**src/rtl/ebpc_pkg.sv**
```systemverilog
// ============================================================================
// Module : ebpc_pkg
// Shared types and constants for the EBPC decoder arbiter.
// Rev    : 1.0  initial release
// ============================================================================
`default_nettype none

package ebpc_pkg;

  localparam int LOG_MAX_WORDS = 8;
  localparam int MAX_REQ       = 8;
  localparam int PTR_W         = $clog2(MAX_REQ);

  typedef enum logic [1:0] {
    IDLE = 2'd0,
    HDR  = 2'd1,
    DATA = 2'd2
  } arb_state_t;

  // Round-robin successor of requester idx among n requesters.
  function automatic logic [PTR_W-1:0] rr_next(input int idx, input int n);
    return (idx + 1 >= n) ? '0 : PTR_W'(idx + 1);
  endfunction

endpackage

`default_nettype wire

```
**src/rtl/ebpc_decoder_arbiter_rr_arbiter.sv**
```systemverilog
// ============================================================================
// Module : rr_arbiter
// Combinational round-robin pick: first set request at or after ptr, wrapping.
// Rev    : 1.0  initial release
// ============================================================================
`default_nettype none

module rr_arbiter
  import ebpc_pkg::*;
#(
  parameter int N_REQ = 2
) (
  input  logic [N_REQ-1:0] i_req,
  input  logic [PTR_W-1:0] i_ptr,
  output logic [N_REQ-1:0] o_gnt,
  output logic             o_vld
);

  always_comb begin
    o_gnt = '0;
    o_vld = 1'b0;
    for (int k = 0; k < N_REQ; k++) begin
      for (int i = 0; i < N_REQ; i++) begin
        if (!o_vld && i_req[i] && (i == (int'(i_ptr) + k) % N_REQ)) begin
          o_gnt[i] = 1'b1;
          o_vld    = 1'b1;
        end
      end
    end
  end

endmodule

`default_nettype wire

```
**src/rtl/ebpc_decoder_arbiter.sv**
```systemverilog
// ============================================================================
// Module : ebpc_decoder_arbiter
// Shares one ebpc_decoder among N_REQ requesters, one whole block per grant.
// Rev    : 1.0  initial release
// ============================================================================
`default_nettype none

module ebpc_decoder_arbiter
  import ebpc_pkg::*;
#(
  parameter int N_REQ  = 2,
  parameter int DATA_W = 8,
  parameter int NW_W   = LOG_MAX_WORDS
) (
  input  logic                    clk_i,
  input  logic                    rst_i,
  input  logic [N_REQ*NW_W-1:0]   req_nw_i,
  input  logic [N_REQ-1:0]        req_nw_vld_i,
  output logic [N_REQ-1:0]        req_nw_rdy_o,
  input  logic [N_REQ*DATA_W-1:0] req_bpc_i,
  input  logic [N_REQ-1:0]        req_bpc_vld_i,
  output logic [N_REQ-1:0]        req_bpc_rdy_o,
  input  logic [N_REQ*DATA_W-1:0] req_znz_i,
  input  logic [N_REQ-1:0]        req_znz_vld_i,
  output logic [N_REQ-1:0]        req_znz_rdy_o,
  output logic [DATA_W-1:0]       req_data_o,
  output logic [N_REQ-1:0]        req_data_vld_o,
  input  logic [N_REQ-1:0]        req_data_rdy_i,
  output logic                    req_data_last_o,
  output logic [NW_W-1:0]         dec_nw_o,
  output logic                    dec_nw_vld_o,
  input  logic                    dec_nw_rdy_i,
  output logic [DATA_W-1:0]       dec_bpc_o,
  output logic                    dec_bpc_vld_o,
  input  logic                    dec_bpc_rdy_i,
  output logic [DATA_W-1:0]       dec_znz_o,
  output logic                    dec_znz_vld_o,
  input  logic                    dec_znz_rdy_i,
  input  logic [DATA_W-1:0]       dec_data_i,
  input  logic                    dec_vld_i,
  output logic                    dec_rdy_o,
  output logic [N_REQ-1:0]        grant_o,
  output logic                    busy_o
);

  arb_state_t        r_state;
  arb_state_t        w_state_nxt;
  logic [N_REQ-1:0]  r_grant;
  logic [PTR_W-1:0]  r_rr_ptr;
  logic [NW_W-1:0]   r_remaining;
  logic [N_REQ-1:0]  w_arb_gnt;
  logic              w_arb_vld;
  logic [PTR_W-1:0]  w_ptr_after;
  logic              w_hs_nw;
  logic              w_hs_data;
  logic              w_last_word;

  rr_arbiter #(.N_REQ(N_REQ)) u_rr_arbiter (
    .i_req (req_nw_vld_i),
    .i_ptr (r_rr_ptr),
    .o_gnt (w_arb_gnt),
    .o_vld (w_arb_vld)
  );

  assign w_hs_nw     = dec_nw_vld_o & dec_nw_rdy_i;
  assign w_hs_data   = dec_vld_i & dec_rdy_o;
  assign w_last_word = (r_remaining == NW_W'(1));

  always_ff @(posedge clk_i or posedge rst_i) begin
    if (rst_i) r_state <= IDLE;
    else       r_state <= w_state_nxt;
  end

  always_comb begin
    w_state_nxt = r_state;
    case (r_state)
      IDLE:    if (w_arb_vld) w_state_nxt = HDR;
      HDR:     if (w_hs_nw) w_state_nxt = (dec_nw_o != '0) ? DATA : IDLE;
      DATA:    if (w_hs_data && w_last_word) w_state_nxt = IDLE;
      default: w_state_nxt = IDLE;
    endcase
  end

  // Pointer moves past the owner whenever its grant is released.
  always_comb begin
    w_ptr_after = '0;
    for (int i = 0; i < N_REQ; i++) begin
      if (r_grant[i]) w_ptr_after = rr_next(i, N_REQ);
    end
  end

  always_ff @(posedge clk_i or posedge rst_i) begin
    if (rst_i) begin
      r_grant     <= '0;
      r_rr_ptr    <= '0;
      r_remaining <= '0;
    end else begin
      case (r_state)
        IDLE: if (w_arb_vld) r_grant <= w_arb_gnt;
        HDR: begin
          if (w_hs_nw) begin
            r_remaining <= dec_nw_o;
            if (dec_nw_o == '0) begin
              r_grant  <= '0;
              r_rr_ptr <= w_ptr_after;
            end
          end
        end
        DATA: begin
          if (w_hs_data) begin
            r_remaining <= r_remaining - NW_W'(1);
            if (w_last_word) begin
              r_grant  <= '0;
              r_rr_ptr <= w_ptr_after;
            end
          end
        end
        default: ;
      endcase
    end
  end

  // Every requester-facing rdy/vld goes only through the owner's mux leg.
  always_comb begin
    dec_nw_o        = '0;
    dec_nw_vld_o    = 1'b0;
    req_nw_rdy_o    = '0;
    dec_bpc_o       = '0;
    dec_bpc_vld_o   = 1'b0;
    req_bpc_rdy_o   = '0;
    dec_znz_o       = '0;
    dec_znz_vld_o   = 1'b0;
    req_znz_rdy_o   = '0;
    req_data_o      = '0;
    req_data_vld_o  = '0;
    req_data_last_o = 1'b0;
    dec_rdy_o       = 1'b0;
    for (int i = 0; i < N_REQ; i++) begin
      if (r_grant[i]) begin
        if (r_state == HDR) begin
          dec_nw_o        = req_nw_i[i*NW_W +: NW_W];
          dec_nw_vld_o    = req_nw_vld_i[i];
          req_nw_rdy_o[i] = dec_nw_rdy_i;
        end
        if (r_state == HDR || r_state == DATA) begin
          dec_bpc_o        = req_bpc_i[i*DATA_W +: DATA_W];
          dec_bpc_vld_o    = req_bpc_vld_i[i];
          req_bpc_rdy_o[i] = dec_bpc_rdy_i;
          dec_znz_o        = req_znz_i[i*DATA_W +: DATA_W];
          dec_znz_vld_o    = req_znz_vld_i[i];
          req_znz_rdy_o[i] = dec_znz_rdy_i;
        end
        if (r_state == DATA) begin
          req_data_o        = dec_data_i;
          req_data_vld_o[i] = dec_vld_i;
          dec_rdy_o         = req_data_rdy_i[i];
          req_data_last_o   = w_last_word & dec_vld_i;
        end
      end
    end
  end

  assign grant_o = r_grant;
  assign busy_o  = (r_state != IDLE);

endmodule

`default_nettype wire

```
**config.mk**
```make
export PLATFORM = sky130hd
export DESIGN_NAME = ebpc_decoder_arbiter
export DESIGN_NICKNAME = d
export VERILOG_FILES = /design/src/rtl/ebpc_pkg.sv /design/src/rtl/ebpc_decoder_arbiter_rr_arbiter.sv /design/src/rtl/ebpc_decoder_arbiter.sv
export SDC_FILE = /design/constraint.sdc
export NUM_CORES = 1
export LEC_CHECK = 0
export BUFFER_PORTS_ARGS = -buffer_cell sky130_fd_sc_hd__buf_4
export CAP_MARGIN = 20
export CORE_MARGIN = 4
export CORE_UTILIZATION = 39
export DETAILED_ROUTE_END_ITERATION = 8
export PLACE_DENSITY = 0.81
export RECOVER_POWER = 100
export SKIP_LAST_GASP = 1
export SLEW_MARGIN = 25
export SYNTH_ARGS = -nofsm -noshare
export SYNTH_HDL_FRONTEND = slang
export SYNTH_SLANG_ARGS = --single-unit
```
**constraint.sdc**
```tcl
create_clock -name clk_i -period 3.3 [get_ports clk_i]
set_clock_uncertainty 0.15 [all_clocks]
set_input_delay 0.165 -clock clk_i [delete_from_list [all_inputs] [get_ports clk_i]]
set_output_delay 0.165 -clock clk_i [all_outputs]
set_load 0.01 [all_outputs]
```
# == Word level (Yosys, flattened, before mapping) ==
# Index checks and enable logic that the tools add are counted.
# word_totals
ff_bits,13
latch_bits,0
ram_bits,0
romBits,0
in_bits,70
out_inout_bits,48
word_cells,120
mem_count,0
# classes
addsub,2
mul,0
div_mod_pow,0
order_cmp,0
eq_ne,10
shift,0
muxes,76
n_bitwise,4
n_reduce_logical,24
# op_table
op,n
two-way mux 8 bit,18
logical NOT 32 bit,2
two-way mux 1 bit,45
two-way mux 2 bit,9
case mux 8 bit (2 select lines),1
case mux 2 bit (3 select lines),2
"!= test 2 bit, second input constant",5
"== test 8 x 1 -> 1 bit, second input constant",1
logical AND 1 bit,8
logical NOT 8 bit,1
nonzero test 8 bit,1
"subtractor 8 x 1 -> 8 bit, second input constant",1
AND reduction 3 bit,2
AND reduction 6 bit,1
AND reduction 5 bit,1
nonzero test 2 bit,2
AND 1 bit,3
logical NOT 1 bit,3
nonzero test 3 bit,1
"== test 2 x 1 -> 1 bit, second input constant",1
"== test 2 bit, first input constant",1
"== test 2 bit, second input constant",1
logical NOT 2 bit,1
"!= test 2 x 1 -> 1 bit, second input constant",1
4 further kinds,4

# == Longest topological paths before layout ==
# logic_depth
depth_word,17
ltp_mapped,9
depth_no_buf,8

# == By module ==
# A second synthesis with hierarchy kept.
# unflattened
cells_unflattened,198
area_unflattened_um2,1565.3
# by_module_without_submodules
mod,instances,cells_per_inst,area_per_inst_um2,seq_area_each_um2
ebpc_decoder_arbiter,1,194,1540.2,325.3
rr_arbiter,1,4,25.0,0.0

# == Worst setup path after synthesis ==
# OpenSTA, ideal clock, no wires.
# synth_path
kind,reg-to-reg
start,register r_state[1]
end,"register r_grant[0], in the netlist grant_o[0]"
setup_time_ns,0.128
arrival_time_ns,2.127
t_required_ns,3.022
slack_ns,0.896
stages_incl_launch_ff,10
n_path_buf,1
synth_period_minus_slack_ns,2.404
path_cell_list,dfrtp_1 > inv_1 > ha_1 > and2_1 > buf_2 > a32o_1 > nor4_2 > nand2_2 > nor3b_4 > mux2_1
# synth_via
elab_chain_len,8
elab_cells_between_ends,26
cone_classes,eq/ne: 7; mux: 13; bitwise: 2; reduce/logical: 4
# synth_rtl
item,line,rtl
from (decl),ebpc_decoder_arbiter.sv:46,arb_state_t r_state;
from (signal assigned),ebpc_decoder_arbiter.sv:71,else r_state <= w_state_nxt;
== test 2 x 1 -> 1 bit *,ebpc_decoder_arbiter.sv:140,if (r_state == HDR) begin
two-way mux 8 bit,ebpc_decoder_arbiter.sv:140,
two-way mux 8 bit,ebpc_decoder_arbiter.sv:139,if (r_grant[i]) begin
two-way mux 8 bit,ebpc_decoder_arbiter.sv:140,
two-way mux 8 bit *,ebpc_decoder_arbiter.sv:139,
named net dec_nw_o[2],ebpc_decoder_arbiter.sv:30,"output logic [NW_W-1:0] dec_nw_o,"
logical NOT 8 bit *,ebpc_decoder_arbiter.sv:103,if (dec_nw_o == '0) begin
!= test 2 bit (no source line) *,-,
AND reduction 6 bit (no source line) *,-,
to (signal assigned),ebpc_decoder_arbiter.sv:99,IDLE: if (w_arb_vld) r_grant <= w_arb_gnt;
to (decl),ebpc_decoder_arbiter.sv:48,logic [N_REQ-1:0] r_grant;
# Mark *: on every way through the listed nets, which the timed path passes. The rest lies on a longest branch.
# A chain may end at the register's enable or synchronous reset.

# == Final worst setup path ==
# layout_path
start,register r_state[1]
end,"register r_grant[0], in the netlist grant_o[0]"
# layout_via
elab_chain_len,8
elab_cells_between_ends,26
cone_classes,eq/ne: 7; mux: 13; bitwise: 2; reduce/logical: 4
# layout_rtl
item,line
== test 2 x 1 -> 1 bit or == test 2 bit (tied branches),"ebpc_decoder_arbiter.sv:98, ebpc_decoder_arbiter.sv:140, ebpc_decoder_arbiter.sv:153"
"two-way mux 8 bit, or another cell as far along",ebpc_decoder_arbiter.sv:140
two-way mux 8 bit or two-way mux 1 bit (tied branches),ebpc_decoder_arbiter.sv:139
"two-way mux 8 bit, or another cell as far along",ebpc_decoder_arbiter.sv:140
two-way mux 8 bit or two-way mux 1 bit (tied branches),ebpc_decoder_arbiter.sv:139
"logical NOT 8 bit, or another cell as far along",ebpc_decoder_arbiter.sv:103
!= test 2 bit (no source line),-
AND reduction 6 bit (no source line),-
# Several ways; a longest one is shown, not always the timed one.

==> flow_summary.ini <==
[worst_setup_path]
worstPathRequired_ps = 3330
r2r_cells = 8
end_kind = flop
path_class = flop to flop
cp.arrival_ps = 2910
reg2reg_slack_ps = 420
path_max_fanout = 14
worstSetupStartpointType = flop

[global_route]
use_met2_pct = 39.7
grtUsageMet1_pct = 29.0
grt_pass1_wl_um = 8140
grt_pass1_vias = 1624
grtUsageMet3_pct = 3.45
antenna_found_initial = 0
grt_max_degree = 31
grt.busiest_layer = met2
grt.total_usage_pct = 22.6
overflow = 0

[power_and_ir_drop]
leakage_nw = 1.00
power_w = 0.00150
p_per_area_nw_per_um2 = 693
peakVddDrop_mv = 0.434

[finish]
nNetsFinal = 372
diodes = 0
drive_gt1_share_pct = 29.5
syn_to_final_growth_pct = 55.0
finish.instance_area_um2 = 2160

[route]
drt-total-wl_um = 5500
drtPass1Iterations = 4
ant_nets = 0
remaining_drc_errors = 0
vias = 1776
drtIter0Drc = 95
viasPerCell = 5.21
wire_per_inst_um = 16.1

[die]
die_h_um = 67.8
die_width_um = 67.8
io_pins = 118
core_area_um2 = 3390
die_area_um2 = 4600
initial_core_util_pct = 41.2
row_count = 21

[synthesis]
synthFlopType = dfrtp_1
yosysWarnings = 0
avgSynthCellArea_um2 = 7.67
syn_inst = 182
synth_cell_types = 40
syn_area_um2 = 1400
synth-seq-cells = 13
yosys-top-cells-area = dfrtp_1 23%, a22oi_1 10%, nor2_1 7.3%, ha_1 5.4%, a32o_1 5.0%
yosysTopAreaCell = dfrtp_1
async_flop_share_pct = 100
seq_area_frac_synth_pct = 23.3
synth_edf_count = 0
synth_top_area_share_pct = 23.3
synth_fp_nets = 258

[clocking]
cts_tree = done
clockRootBuffer = clkbuf_4
insertion_delay_ps = 290
cts.clk_slew.worst_paths_ps = 90
cts_max_level = 1
numCtsBuffers = 3
cts.sinks = 13
cts_buffer_depth = 2

[placed_design]
gp_congestion = 0.895
place_area_um2 = 2300
dp_hpwl_um = 4450
port_buffers = 117

[sta]
grt_setup_unrepaired = no
maxSlewViolCount = 0
slew_headroom_pct = 51.2
min_period_over_period_pct = 87.3
setup_viol = 0
worst_pin_slew_ps = 732
clock.fmax_mhz = 347
tns_ps = 0
period_minus_slack_ps = 2880
hold_violations = 0
holdWs_ps = 65.0

[min_path]
holdCritPathClass = input pin to flop
hold-path-cell-count = 3

[job]
maxCapViolCount = 0

[status]
outcome = finished clean
-- final timing paths --
check | end | start
max in group asynchronous | r_rr_ptr[0] | rst_i
min in group asynchronous | r_remaining[7] | rst_i
setup / recovery | grant_o[0] | r_state[1]
hold reg to reg | r_rr_ptr[0] | r_rr_ptr[0]
hold / removal | grant_o[1] | req_nw_vld_i[1]
setup reg to reg | grant_o[0] | r_state[1]
-- sequential cells by signal, summed over array words and instances (netlist names) --
| name | flops |
|---|---|
| r_rr_ptr | 1 |
| r_remaining | 8 |
| grant_o | 2 |
| r_state | 2 |
-- area by class of cell --
class | instances | area [µm²]
clock buffer | 4 | 26.3
timing repair buffer | 121 | 761
multi-input combinational | 145 | 947
sequential | 13 | 325
fill | 342 | 1230
tap | 46 | 57.6
inverter | 12 | 45.0
-- cell families after synthesis --
family	Yosys count	synth area share (%)
AO/OA/AOI/OAI	57	29.3
buffers and inverters	24	7.35
flip-flops	13	23.3
multiplexers	5	3.77
adder cells (fa/ha/maj)	6	5.38
AND/OR/NAND/NOR	77	30.9
-- metal layers --
layer	part of all wire, %	up-vias
met2	50	55
li1	-	890
met4	1.7	0
met5	0	-
met1	42	822
met3	5.8	9
-- what timing repair did --
item / in CTS / in global routing
buffers inserted: 0 / 0
hold buffers: 1 / 0
endpoints found under the hold margin: 13 / 0
resized for setup: 0 / 0
-- cells in the mapped netlist (all sizes together), types with 2 or more instances --
library cell  number
nand3              5
nor4               2
o22ai              2
nand2b             2
nor3               3
and2              10
nor2b              3
nand2             12
dfrtp             13
ha                 6
mux2i              3
clkbuf             7
o21ai              7
inv               11
buf                5
a221oi             2
nor3b              2
mux2               2
a22oi             19
and3               8
a32o               8
o211ai             2
a21oi             11
nor2              27
-- critical path, cell delays in order (launching register included) --
cell and delay (ps):
dfrtp_1 380, inv_1 80, ha_1 350, and2_0 380
a32o_1 330, nor4_4 280, nand2_1 120, nor3b_1 350
mux2_1 350
-- metrics by stage --
stage                     util (%)  std cells  setup WS, ps
after floorplan                  -        182           896
after global placement        67.7        336           723
after detailed placement      67.7        336           625
after CTS                     68.8        341           619
after global routing          63.8        341           218
final                         63.8        341           418
-- report_power, final --
| part | switching, W | internal (W) | total [W] |
|---|---|---|---|
| clock | 0.0000584 | 0.0000470 | 0.000105 |
| sequential | 0.0000783 | 0.000238 | 0.000316 |
| combinational | 0.000651 | 0.000426 | 0.00108 |
| total | 0.000788 | 0.000711 | 0.00150 |
-- cell usage in the layout (no fill, tap or decap), types with 2 or more instances in the layout --
| cell type | Yosys | layout |
|---|---|---|
| and2_1 | 10 | 3 |
| nor2_1 | 27 | 27 |
| o22ai_1 | 2 | 2 |
| mux2_1 | 2 | 2 |
| o21ai_0 | 7 | 7 |
| dfrtp_1 | 13 | 13 |
| ha_1 | 6 | 6 |
| a32o_1 | 7 | 8 |
| nor3b_1 | 0 | 2 |
| and3_1 | 8 | 8 |
| mux2i_1 | 3 | 3 |
| and2_0 | 0 | 7 |
| clkbuf_1 | 7 | 41 |
| clkbuf_4 | 0 | 4 |
| nor3_1 | 3 | 3 |
| nand2b_1 | 2 | 2 |
| a221oi_1 | 2 | 2 |
| nand3_1 | 5 | 5 |
| nor2b_1 | 2 | 2 |
| o211ai_1 | 2 | 2 |
| a22oi_1 | 19 | 19 |
| nand2_1 | 11 | 12 |
| inv_1 | 11 | 11 |
| a21oi_1 | 11 | 11 |
| buf_4 | 0 | 79 |
Note: power is estimated with default switching activity, not from simulation.
